--- src/rtl/fp_pkg.sv ---
// Shared definitions for the IEEE-754 multiplier: width helpers, flag indices,
// operand classification and canonical encodings.
package fp_pkg;

    localparam int DEF_EXP_W = 5;
    localparam int DEF_MAN_W = 10;

    localparam int FLG_INVALID   = 3;
    localparam int FLG_OVERFLOW  = 2;
    localparam int FLG_UNDERFLOW = 1;
    localparam int FLG_INEXACT   = 0;

    typedef enum logic [2:0] {
        CLS_ZERO,
        CLS_SUB,
        CLS_NORM,
        CLS_INF,
        CLS_SNAN,
        CLS_QNAN
    } fp_class_e;

    typedef enum logic [1:0] {
        SPC_NONE,
        SPC_ZERO,
        SPC_INF,
        SPC_NAN
    } fp_spc_e;

    function automatic int fp_bias(input int exp_w);
        return (1 << (exp_w - 1)) - 1;
    endfunction

    function automatic int fp_exp_max(input int exp_w);
        return (1 << exp_w) - 1;
    endfunction

    function automatic int fp_sig_w(input int man_w);
        return man_w + 1;
    endfunction

    localparam int BIAS    = fp_bias(DEF_EXP_W);
    localparam int EXP_MAX = fp_exp_max(DEF_EXP_W);
    localparam int SIG_W   = fp_sig_w(DEF_MAN_W);

    function automatic logic [63:0] fp_qnan(input int exp_w, input int man_w);
        logic [63:0] e_ones;
        e_ones = (64'd1 << exp_w) - 64'd1;
        return (e_ones << man_w) | (64'd1 << (man_w - 1));
    endfunction

    function automatic logic [63:0] fp_inf(input int exp_w, input int man_w, input logic sign);
        logic [63:0] e_ones;
        e_ones = (64'd1 << exp_w) - 64'd1;
        return ({63'd0, sign} << (exp_w + man_w)) | (e_ones << man_w);
    endfunction

    function automatic logic [63:0] fp_zero(input int exp_w, input int man_w, input logic sign);
        return {63'd0, sign} << (exp_w + man_w);
    endfunction

    function automatic fp_class_e fp_classify(input logic exp_ones, input logic exp_zero,
                                              input logic frac_nz, input logic frac_msb);
        if (exp_ones) begin
            if (!frac_nz)     return CLS_INF;
            else if (frac_msb) return CLS_QNAN;
            else              return CLS_SNAN;
        end
        if (exp_zero) return frac_nz ? CLS_SUB : CLS_ZERO;
        return CLS_NORM;
    endfunction

endpackage

--- src/rtl/fp_sig_mul.sv ---
// Unsigned significand multiplier: carry-save accumulation of partial products,
// single carry-propagate add at the end.
module fp_sig_mul #(
    parameter int SW = 11
) (
    input  logic [SW-1:0]   a_i,
    input  logic [SW-1:0]   b_i,
    output logic [2*SW-1:0] p_o
);

    localparam int PW = 2 * SW;

    logic [PW-1:0] sum, carry, carry_n, pp, mcand;
    logic [SW-1:0] mplier;

    always_comb begin
        sum     = '0;
        carry   = '0;
        carry_n = '0;
        pp      = '0;
        mcand   = PW'(a_i);
        mplier  = b_i;
        for (int unsigned i = 0; i < SW; i++) begin
            pp      = mplier[0] ? mcand : '0;
            carry_n = ((sum & carry) | (sum & pp) | (carry & pp)) << 1;
            sum     = sum ^ carry ^ pp;
            carry   = carry_n;
            mcand   = mcand << 1;
            mplier  = mplier >> 1;
        end
        p_o = sum + carry;
    end

endmodule

--- src/rtl/fp_mult_pipe.sv ---
// 3-stage IEEE-754 multiplier (DAZ/FTZ, RNE) with valid/ready flow control.
// S1 classify + significand product, S2 normalise + GRS, S3 round + pack.
module fp_mult_pipe
    import fp_pkg::*;
#(
    parameter int EXP_W = DEF_EXP_W,
    parameter int MAN_W = DEF_MAN_W
) (
    input  logic                     clk,
    input  logic                     rst_n,
    input  logic                     i_valid,
    output logic                     o_ready,
    input  logic [EXP_W+MAN_W:0]     i_op_a,
    input  logic [EXP_W+MAN_W:0]     i_op_b,
    output logic                     o_valid,
    input  logic                     i_ready,
    output logic [EXP_W+MAN_W:0]     o_result,
    output logic [3:0]               o_flags
);

    localparam int W  = 1 + EXP_W + MAN_W;
    localparam int SW = fp_sig_w(MAN_W);
    localparam int PW = 2 * SW;
    localparam int EW = EXP_W + 2;
    localparam logic [EW-1:0] BIAS_E = EW'(fp_bias(EXP_W));
    localparam logic [EW-1:0] EMAX_E = EW'(fp_exp_max(EXP_W));
    localparam logic [W-1:0]  QNAN   = W'(fp_qnan(EXP_W, MAN_W));

    logic advance;

    // ---------------- S1 ----------------
    logic               sign_a, sign_b;
    logic [EXP_W-1:0]   exp_a, exp_b;
    logic [MAN_W-1:0]   frac_a, frac_b;
    fp_class_e          cls_a, cls_b;
    logic               nan_a, nan_b, inf_a, inf_b, zero_a, zero_b, snan_ab;
    logic [PW-1:0]      prod;
    fp_spc_e            s1_spc_d;
    logic               s1_inv_d;

    logic               s1_valid_q, s1_inv_q, s1_sign_q;
    fp_spc_e            s1_spc_q;
    logic [EW-1:0]      s1_esum_q;
    logic [PW-1:0]      s1_prod_q;

    assign sign_a = i_op_a[W-1];
    assign sign_b = i_op_b[W-1];
    assign exp_a  = i_op_a[W-2 -: EXP_W];
    assign exp_b  = i_op_b[W-2 -: EXP_W];
    assign frac_a = i_op_a[MAN_W-1:0];
    assign frac_b = i_op_b[MAN_W-1:0];

    assign cls_a = fp_classify(&exp_a, ~|exp_a, |frac_a, frac_a[MAN_W-1]);
    assign cls_b = fp_classify(&exp_b, ~|exp_b, |frac_b, frac_b[MAN_W-1]);

    assign nan_a   = (cls_a == CLS_SNAN) || (cls_a == CLS_QNAN);
    assign nan_b   = (cls_b == CLS_SNAN) || (cls_b == CLS_QNAN);
    assign inf_a   = (cls_a == CLS_INF);
    assign inf_b   = (cls_b == CLS_INF);
    assign zero_a  = (cls_a == CLS_ZERO) || (cls_a == CLS_SUB);
    assign zero_b  = (cls_b == CLS_ZERO) || (cls_b == CLS_SUB);
    assign snan_ab = (cls_a == CLS_SNAN) || (cls_b == CLS_SNAN);

    always_comb begin
        s1_spc_d = SPC_NONE;
        s1_inv_d = 1'b0;
        if (nan_a || nan_b) begin
            s1_spc_d = SPC_NAN;
            s1_inv_d = snan_ab;
        end else if ((inf_a && zero_b) || (inf_b && zero_a)) begin
            s1_spc_d = SPC_NAN;
            s1_inv_d = 1'b1;
        end else if (inf_a || inf_b) begin
            s1_spc_d = SPC_INF;
        end else if (zero_a || zero_b) begin
            s1_spc_d = SPC_ZERO;
        end
    end

    fp_sig_mul #(.SW(SW)) u_sig_mul (
        .a_i ({1'b1, frac_a}),
        .b_i ({1'b1, frac_b}),
        .p_o (prod)
    );

    assign advance = ~o_valid | i_ready;
    assign o_ready = advance;

    always_ff @(posedge clk or negedge rst_n) begin
        if (!rst_n) begin
            s1_valid_q <= 1'b0;
            s1_spc_q   <= SPC_NONE;
            s1_inv_q   <= 1'b0;
            s1_sign_q  <= 1'b0;
            s1_esum_q  <= '0;
            s1_prod_q  <= '0;
        end else if (advance) begin
            s1_valid_q <= i_valid;
            if (i_valid) begin
                s1_spc_q  <= s1_spc_d;
                s1_inv_q  <= s1_inv_d;
                s1_sign_q <= sign_a ^ sign_b;
                s1_esum_q <= EW'(exp_a) + EW'(exp_b);
                s1_prod_q <= prod;
            end
        end
    end

    // ---------------- S2 ----------------
    logic               norm;
    logic [MAN_W-1:0]   s2_frac_d;
    logic [2:0]         s2_grs_d;
    logic [EW-1:0]      s2_exp_d;

    logic               s2_valid_q, s2_inv_q, s2_sign_q;
    fp_spc_e            s2_spc_q;
    logic [EW-1:0]      s2_exp_q;
    logic [MAN_W-1:0]   s2_frac_q;
    logic [2:0]         s2_grs_q;

    // Product lies in [1,4): select the fraction/GRS window instead of shifting.
    assign norm      = s1_prod_q[PW-1];
    assign s2_frac_d = norm ? s1_prod_q[PW-2 -: MAN_W] : s1_prod_q[PW-3 -: MAN_W];
    assign s2_grs_d  = norm ? {s1_prod_q[SW-1], s1_prod_q[SW-2], |s1_prod_q[SW-3:0]}
                            : {s1_prod_q[SW-2], s1_prod_q[SW-3], |s1_prod_q[SW-4:0]};
    assign s2_exp_d  = s1_esum_q - BIAS_E + EW'(norm);

    always_ff @(posedge clk or negedge rst_n) begin
        if (!rst_n) begin
            s2_valid_q <= 1'b0;
            s2_spc_q   <= SPC_NONE;
            s2_inv_q   <= 1'b0;
            s2_sign_q  <= 1'b0;
            s2_exp_q   <= '0;
            s2_frac_q  <= '0;
            s2_grs_q   <= '0;
        end else if (advance) begin
            s2_valid_q <= s1_valid_q;
            if (s1_valid_q) begin
                s2_spc_q  <= s1_spc_q;
                s2_inv_q  <= s1_inv_q;
                s2_sign_q <= s1_sign_q;
                s2_exp_q  <= s2_exp_d;
                s2_frac_q <= s2_frac_d;
                s2_grs_q  <= s2_grs_d;
            end
        end
    end

    // ---------------- S3 ----------------
    logic               rnd_up, rnd_carry, inexact;
    logic [MAN_W-1:0]   frac_r;
    logic [EW-1:0]      exp_r;
    logic [W-1:0]       res_d;
    logic [3:0]         flags_d;

    logic               s3_valid_q;
    logic [W-1:0]       s3_res_q;
    logic [3:0]         s3_flags_q;

    assign rnd_up    = s2_grs_q[2] & (s2_grs_q[1] | s2_grs_q[0] | s2_frac_q[0]);
    // An all-ones fraction wraps to zero on round-up; the carry moves into the exponent.
    assign rnd_carry = rnd_up & (&s2_frac_q);
    assign frac_r    = s2_frac_q + MAN_W'(rnd_up);
    assign exp_r     = s2_exp_q + EW'(rnd_carry);
    assign inexact   = |s2_grs_q;

    always_comb begin
        res_d   = '0;
        flags_d = '0;
        unique case (s2_spc_q)
            SPC_NAN: begin
                res_d                = QNAN;
                flags_d[FLG_INVALID] = s2_inv_q;
            end
            SPC_INF:  res_d = W'(fp_inf(EXP_W, MAN_W, s2_sign_q));
            SPC_ZERO: res_d = W'(fp_zero(EXP_W, MAN_W, s2_sign_q));
            default: begin
                if ($signed(exp_r) >= $signed(EMAX_E)) begin
                    res_d                 = W'(fp_inf(EXP_W, MAN_W, s2_sign_q));
                    flags_d[FLG_OVERFLOW] = 1'b1;
                    flags_d[FLG_INEXACT]  = 1'b1;
                end else if ($signed(exp_r) <= 0) begin
                    res_d                  = W'(fp_zero(EXP_W, MAN_W, s2_sign_q));
                    flags_d[FLG_UNDERFLOW] = 1'b1;
                    flags_d[FLG_INEXACT]   = 1'b1;
                end else begin
                    res_d                = {s2_sign_q, exp_r[EXP_W-1:0], frac_r};
                    flags_d[FLG_INEXACT] = inexact;
                end
            end
        endcase
    end

    always_ff @(posedge clk or negedge rst_n) begin
        if (!rst_n) begin
            s3_valid_q <= 1'b0;
            s3_res_q   <= '0;
            s3_flags_q <= '0;
        end else if (advance) begin
            s3_valid_q <= s2_valid_q;
            if (s2_valid_q) begin
                s3_res_q   <= res_d;
                s3_flags_q <= flags_d;
            end
        end
    end

    assign o_valid  = s3_valid_q;
    assign o_result = s3_res_q;
    assign o_flags  = s3_flags_q;

endmodule

--- config.mk ---
export PLATFORM = sky130hd
export DESIGN_NAME = fp_mult_pipe
export DESIGN_NICKNAME = d
export VERILOG_FILES = /design/src/rtl/fp_pkg.sv /design/src/rtl/fp_sig_mul.sv /design/src/rtl/fp_mult_pipe.sv
export SDC_FILE = /design/constraint.sdc
export NUM_CORES = 1
export LEC_CHECK = 0
export ABC_AREA = 1
export CORE_AREA = 2 2 119 121
export DETAILED_ROUTE_END_ITERATION = 12
export DIE_AREA = 0 0 121 123
export GPL_TIMING_DRIVEN = 0
export PLACE_DENSITY_LB_ADDON = 0.08
export SLEW_MARGIN = 0
export SYNTH_ARGS = -nofsm -noshare
export SYNTH_HDL_FRONTEND = slang
export SYNTH_SLANG_ARGS = --single-unit
--- constraint.sdc ---
create_clock -name clk -period 2.1 [get_ports clk]
set_input_delay 0.63 -clock clk [delete_from_list [all_inputs] [get_ports clk]]
set_output_delay 0.63 -clock clk [all_outputs]
set_load 0.02 [all_outputs]
==> impl_metrics.json, run 1 <==
{
  "run_status": "complete, but fails checks",
  "violated_checks": "setup timing",
  "leading_cell_type_in_the_layout_fill_and_taps_excluded": "sky130_fd_sc_hd__nand2_1",
  "die_h_um": 123,
  "required_ns": 2.32,
  "seqCellArea_um2": 1977,
  "number_of_vias_after_detailed_routing": 6101,
  "post_synth.cell_area_avg_um2": 7.975,
  "port_buffers": 57,
  "hold_path_class": "primary input to async pin",
  "worstSkewPairLatency_ns": 0.33,
  "syn_to_final_growth_pct": 32.59,
  "synthesis.nets": 1067,
  "setup.worst_path.class": "primary input to flop",
  "clock_tree.root_cell": "sky130_fd_sc_hd__clkbuf_16",
  "layout.cells.most_common_list": "243 x sky130_fd_sc_hd__nand2_1, 139 x sky130_fd_sc_hd__inv_1, 79 x sky130_fd_sc_hd__dfrtp_1",
  "clock.fmax_ghz": 0.1468,
  "detailed_routing_iteration_count_for_the_pre_antenna_repair_pass": 5,
  "grt_start_max_net_pins": 59,
  "setup_viol": 37,
  "timing.reg2reg.setup_slack_ns": -0.35,
  "route.antenna.remaining_nets": 0,
  "grt_antenna_before_repair": 0,
  "r2r-start": "s2_frac_q[2]$_DFFE_PN0P_",
  "path_buf_inv": 8,
  "place_inst": 1148,
  "yosys.area_share.adder_pct": 30.38,
  "power_leakage_uw": 0.004655,
  "synth-seq-area-share_pct": 27.24,
  "synth_enable_flop_cells": 0,
  "cap_violations": 0,
  "clock_sink_count": 79,
  "critPathLaunchType": "primary input",
  "post_synth_inst_count": 910,
  "htree_levels": 3,
  "viasPerCell": 5.046,
  "cts_hold_repair.buffers": 0,
  "muxShareOfSynthArea_pct": 0,
  "tritoncts.num_buffers": 9,
  "synthesized_area_fraction_occupied_by_and_or_nand_nor_cells_pct": 22.16,
  "critPathTopFamily": "adder cells",
  "slowest_delay_ns": 0.56,
  "startpoint": "i_op_b[1]",
  "setup-tns-final_ns": -67.85,
  "antenna_cells": 0,
  "globalplace.congestion": 0.8318,
  "overflow": 0,
  "postSynth.asyncResetShare_pct": 100.0,
  "synth_seq_cells": 79,
  "dieWidth_um": 121,
  "portion_of_the_clock_cycle_consumed_by_the_worst_path_in_the_final_layout_pct": 324.4,
  "wl_per_cell_um": 14.36,
  "drc": 0,
  "die_area_um2": 14880,
  "drive_gt1_share_pct": 25.07,
  "synth.area.top_cells": "sky130_fd_sc_hd__dfrtp_1 27%, sky130_fd_sc_hd__fa_1 25%, sky130_fd_sc_hd__nand2_1 14%",
  "floorplan.initialDensity_pct": 53.31,
  "io_pins": 58,
  "first_global_vias": 6287,
  "clock_path_buffers": 2,
  "synthesis.area_um2": 7257,
  "irDropWorstVdd_mv": 1.945,
  "slew-limit-headroom_pct": 55.94,
  "synth_compound_area_share_pct": 7.672,
  "fillCellCount": 1049,
  "period_minus_slack_ns": 6.812,
  "synthesis.yosys.warnings": 0,
  "worst_clock_skew_ns": 0.005129,
  "num_rows": 43,
  "multi_input_comb_area_um2": 5082,
  "detailedRoute.firstIterationViolations": 312,
  "yosys.area_share.xor_xnor_pct": 1.466,
  "crit_fanout": 3,
  "worst_pin_slew_ns": 0.6585,
  "crit_path_top_delay_cell": "sky130_fd_sc_hd__fa_2",
  "worst_path_most_repeated_cell": "sky130_fd_sc_hd__fa_2",
  "core_um2": 13610,
  "dp_hpwl_mm": 13.04,
  "finalNonFillerCells": 1209,
  "grt_first_pass_wirelength_mm": 28.41,
  "synth_top_family_by_area": "adder cells",
  "grt_setup_unrepaired": "yes",
  "grt_usage_pct": 24.12,
  "synthDominantAreaCellType": "sky130_fd_sc_hd__dfrtp_1",
  "endpoint_kind": "flop",
  "synth-main-ff-cell": "sky130_fd_sc_hd__dfrtp_1",
  "tritoncts_clock_tree": "built",
  "route.final.wire_length_mm": 17.36,
  "design.final.nets": 1181,
  "maxSlewViolCount": 0,
  "final.setup.worst_slack_ns": -4.712,
  "synth_top_cell_area_share_pct": 27.24,
  "worstPathArrival_ns": 7.03,
  "report.final.hold_viol_count": 0,
  "clkTransAtPathRegs_ns": 0.06,
  "power.density_cell_area_nw_per_um2": 1836,
  "post_synth_num_cell_types": 39
}
## logic make-up (layout without fill, tap and decap cells)
| family | after synthesis | in the layout |
|---|---|---|
| AOI/OAI and AO/OA | 100 | 100 |
| xor gates and xnor gates | 10 | 10 |
| adders and majority gates | 121 | 121 |
| buffers and inverters | 212 | 331 |
| DFF | 79 | 79 |
| and+or+nand+nor | 388 | 388 |
## through the flow
step	setup WS, ns	total power, µW	hold WS, ns	cell area (µm²)	utilization, %
6_report	-4.712	17660	0.1898	9622	70.69
5_1_grt	-4.865	19350	0.2051	9622	70.69
4_1_cts	-4.728	16180	0.1902	9288	68.23
3_5_place_dp	-5.735	12600	0.4617	8369	61.49
3_3_place_gp	-5.710	12330	0.4547	8344	61.30
2_1_floorplan	-4.831	10380	0.3344	7548	-
## routing by layer
layer	vias up	track usage, %	routed length (µm)
met5	-	0	0
met4	0	10.17	456
met3	35	2.768	428
met2	103	46.56	9598
met1	2959	26.71	6875
li1	3004	-	-
## repair_timing
| item | 4_1_cts | 5_1_grt |
|---|---|---|
| buffers inserted | 34 | 13 |
| pin swaps | 67 | 69 |
| gates resized for setup | 137 | 80 |
| endpoints found under the setup margin | 41 | 52 |
## Yosys cell counts, types with 2 or more instances
cell                         n
sky130_fd_sc_hd__a21oi_1    17
sky130_fd_sc_hd__o22ai_1     2
sky130_fd_sc_hd__nor2_2      3
sky130_fd_sc_hd__a22oi_1     2
sky130_fd_sc_hd__o31ai_1     2
sky130_fd_sc_hd__nor2_1     54
sky130_fd_sc_hd__nand4_1    13
sky130_fd_sc_hd__nand3_1    31
sky130_fd_sc_hd__ha_1       29
sky130_fd_sc_hd__o21ai_0    54
sky130_fd_sc_hd__nor3_1      3
sky130_fd_sc_hd__nand2_4     2
sky130_fd_sc_hd__o21ai_1     3
sky130_fd_sc_hd__nand3b_1    2
sky130_fd_sc_hd__nor4_1      4
sky130_fd_sc_hd__xor2_1      6
sky130_fd_sc_hd__a31oi_1    10
sky130_fd_sc_hd__buf_2       4
sky130_fd_sc_hd__dfrtp_1    79
sky130_fd_sc_hd__nand2_1   267
sky130_fd_sc_hd__o211ai_1    4
sky130_fd_sc_hd__fa_1       92
sky130_fd_sc_hd__clkbuf_1   30
sky130_fd_sc_hd__xnor2_1     3
sky130_fd_sc_hd__inv_1     174
sky130_fd_sc_hd__nand2_2     5
sky130_fd_sc_hd__inv_2       2
sky130_fd_sc_hd__nor2_4      2
## flip-flops by register name, indices dropped and copies added (netlist names)
signal	cells
s2_valid_q	1
s1_esum_q	6
s1_sign_q	1
o_result	16
o_valid	1
s2_frac_q	10
s2_grs_q	3
s1_inv_q	1
s1_valid_q	1
s1_spc_q	2
s2_inv_q	1
s2_spc_q	2
s1_prod_q	22
o_flags	4
s2_exp_q	7
s2_sign_q	1
## where the power goes
part / total, µW / leakage [µW] / internal, µW / switching, µW
registers: 2610 / 0.000969 / 2170 / 441
logic: 13200 / 0.00351 / 6170 / 7010
clock network: 1880 / 0.000173 / 1280 / 600
## final timing paths
check | to | cells past startpoint
worst min-delay path | s2_exp_q[5]$_DFFE_PN0P_ | 1
max in group asynchronous | s1_prod_q[11]$_DFFE_PN0P_ | 2
worst max register to register | o_result[12]$_DFFE_PN0P_ | 15
worst max-delay path | s1_prod_q[17]$_DFFE_PN0P_ | 29
min in group clk | s2_sign_q$_DFFE_PN0P_ | 2
worst min register to register | s2_sign_q$_DFFE_PN0P_ | 2
## cell type report
cell class	count	area share, %
plain buffers	35	3.329
clock buffers	10	2.380
clock inverters	6	1.378
inverters	177	6.983
multi-input cells	619	52.82
flip-flops and latches	79	20.55
well taps	180	2.341
repair buffers	103	10.22
(Power assumes the default switching activity.)
==> run 2: changes to the inputs <==
- CORE_AREA: 2 2 119 121 -> 2 2 118 120
- CTS_BUF_LIST: default -> sky130_fd_sc_hd__clkbuf_4 sky130_fd_sc_hd__clkbuf_8
- DIE_AREA: 0 0 121 123 -> 0 0 120 122
==> impl_metrics.json, run 2 (synthesis results as in run 1) <==
{
  "run_status": "complete, but fails checks",
  "violated_checks": "setup timing",
  "globalplace.congestion": 0.8413,
  "clkTransAtPathRegs_ns": 0.08,
  "clock_sink_count": 79,
  "floorplan.initialDensity_pct": 53.74,
  "worstPathArrival_ns": 6.98,
  "register_ranked_first_by_flip_flop_count": "s1_prod_q",
  "fin_total_pwr_uw": 16620,
  "detailedRoute.firstIterationViolations": 313,
  "pre_cts_ws_ns": -5.756,
  "leading_cell_type_in_the_layout_fill_and_taps_excluded": "sky130_fd_sc_hd__nand2_1",
  "grt.met3_usage_pct": 2.762,
  "grt.busiest_layer": "met2",
  "grt_start_max_net_pins": 57,
  "core_um2": 13500,
  "clock_path_buffers": 2,
  "grt_setup_unrepaired": "yes",
  "number_of_vias_after_detailed_routing": 6090,
  "htree_levels": 3,
  "route.final.wire_length_mm": 16.68,
  "layout.cells.most_common_list": "244 x sky130_fd_sc_hd__nand2_1, 137 x sky130_fd_sc_hd__inv_1, 79 x sky130_fd_sc_hd__dfrtp_1",
  "critPathLaunchType": "primary input",
  "setup.worst_path.class": "primary input to flop",
  "report.final.hold_viol_count": 0,
  "dp_hpwl_mm": 12.72,
  "dpl-instance-area_um2": 8369,
  "design.final.nets": 1186,
  "design_area_um2": 9504,
  "power.density_cell_area_nw_per_um2": 1749,
  "worst_pin_slew_ns": 0.6497,
  "clock.fmax_ghz": 0.1485,
  "num_rows": 43,
  "endpoint_kind": "flop",
  "setup_viol": 37,
  "largest_register_ffs": 22,
  "final.setup.worst_slack_ns": -4.633,
  "overflow": 0,
  "period_minus_slack_ns": 6.733,
  "drive_gt1_share_pct": 26.04,
  "clock_tree.root_cell": "sky130_fd_sc_hd__clkbuf_8",
  "grt_util_met2_pct": 46.73,
  "tritoncts_clock_tree": "built",
  "wl_per_cell_um": 13.75,
  "first_global_vias": 6340,
  "die_area_um2": 14640,
  "die_h_um": 122,
  "grt_usage_pct": 24.59,
  "irDropWorstVdd_mv": 1.816,
  "portion_of_the_clock_cycle_consumed_by_the_worst_path_in_the_final_layout_pct": 320.6,
  "use_met1_pct": 27.61,
  "final.hold.worst_slack_ns": 0.1740,
  "route.antenna.remaining_nets": 0,
  "crit_fanout": 3,
  "slowest_delay_ns": 0.60,
  "io_pins": 58,
  "detailed_routing_iteration_count_for_the_pre_antenna_repair_pass": 5,
  "cts_hold_repair.buffers": 0,
  "required_ns": 2.35,
  "grt_antenna_before_repair": 0,
  "cap_violations": 0,
  "crit_path_top_delay_cell": "sky130_fd_sc_hd__fa_2",
  "viasPerCell": 5.021,
  "worst_path_most_repeated_cell": "sky130_fd_sc_hd__fa_2",
  "port_buffers": 57,
  "slew-limit-headroom_pct": 56.53,
  "worst_clock_skew_ns": 0.009754,
  "hold_path_class": "primary input to async pin",
  "syn_to_final_growth_pct": 30.97,
  "drc": 0,
  "worstSkewPairLatency_ns": 0.36,
  "maxSlewViolCount": 0,
  "power_leakage_uw": 0.004599,
  "tritoncts.num_buffers": 9,
  "fillCellCount": 1065,
  "grt_first_pass_wirelength_mm": 28.59,
  "dieWidth_um": 120,
  "antenna_cells": 0
}
## run 2: stage by stage
step	utilization, %	instances	setup TNS [ns]
floorplan	-	910	-63.14
global placement	61.79	1147	-273.80
detailed placement	61.98	1148	-90.73
CTS	68.41	1205	-64.99
global route	70.38	1213	-70.94
finish	70.38	1213	-65.85
## run 2: critical path, delay by kind of cell
kind	cells	cell delay (ns)
AO/OA/AOI/OAI	2	0.12
buffers and inverters	8	0.53
adder cells (fa/ha/maj)	12	4.97
AND/OR/NAND/NOR	7	0.76
## run 2: power breakdown
group	switching (µW)	internal, µW
logic	6850	5980
registers	421	2160
clock network	548	660
## run 2: final cells by class
| type | count | area, µm² | share of cell area, % |
|---|---|---|---|
| clock buffers | 9 | 123.9 | 1.303 |
| inverters | 177 | 675.6 | 7.109 |
| plain buffers | 35 | 311.5 | 3.278 |
| well taps | 180 | 225.2 | 2.370 |
| repair buffers | 108 | 1031 | 10.85 |
| multi-input cells | 619 | 5074 | 53.38 |
| clock inverters | 6 | 86.33 | 0.9084 |
| flip-flops and latches | 79 | 1977 | 20.80 |
## run 2: path summary, 6_finish.rpt
kind,from,to,cells past startpoint,slack (ns)
worst max-delay path,i_op_a[9],s1_prod_q[17]$_DFFE_PN0P_,29,-4.63
worst min-delay path,rst_n,s2_exp_q[4]$_DFFE_PN0P_,1,0.17
worst max register to register,s2_frac_q[0]$_DFFE_PN0P_,o_result[2]$_DFFE_PN0P_,15,-0.27
worst min register to register,o_flags[1]$_DFFE_PN0P_,o_flags[1]$_DFFE_PN0P_,2,0.48
max in group asynchronous,rst_n,o_result[1]$_DFFE_PN0P_,2,1.35
min in group clk,o_flags[1]$_DFFE_PN0P_,o_flags[1]$_DFFE_PN0P_,2,0.48
## run 2: metal layers
metal	vias up	wire [µm]
li1	3013	-
met2	106	9047
met1	2933	6584
met4	0	568
met5	-	0
met3	38	477
## run 2: what timing repair did
action                                  CTS  global route
setup buffers                            42             9
endpoints found under the setup margin   40            52
pin swaps                                67            43
resized for setup                       140            79
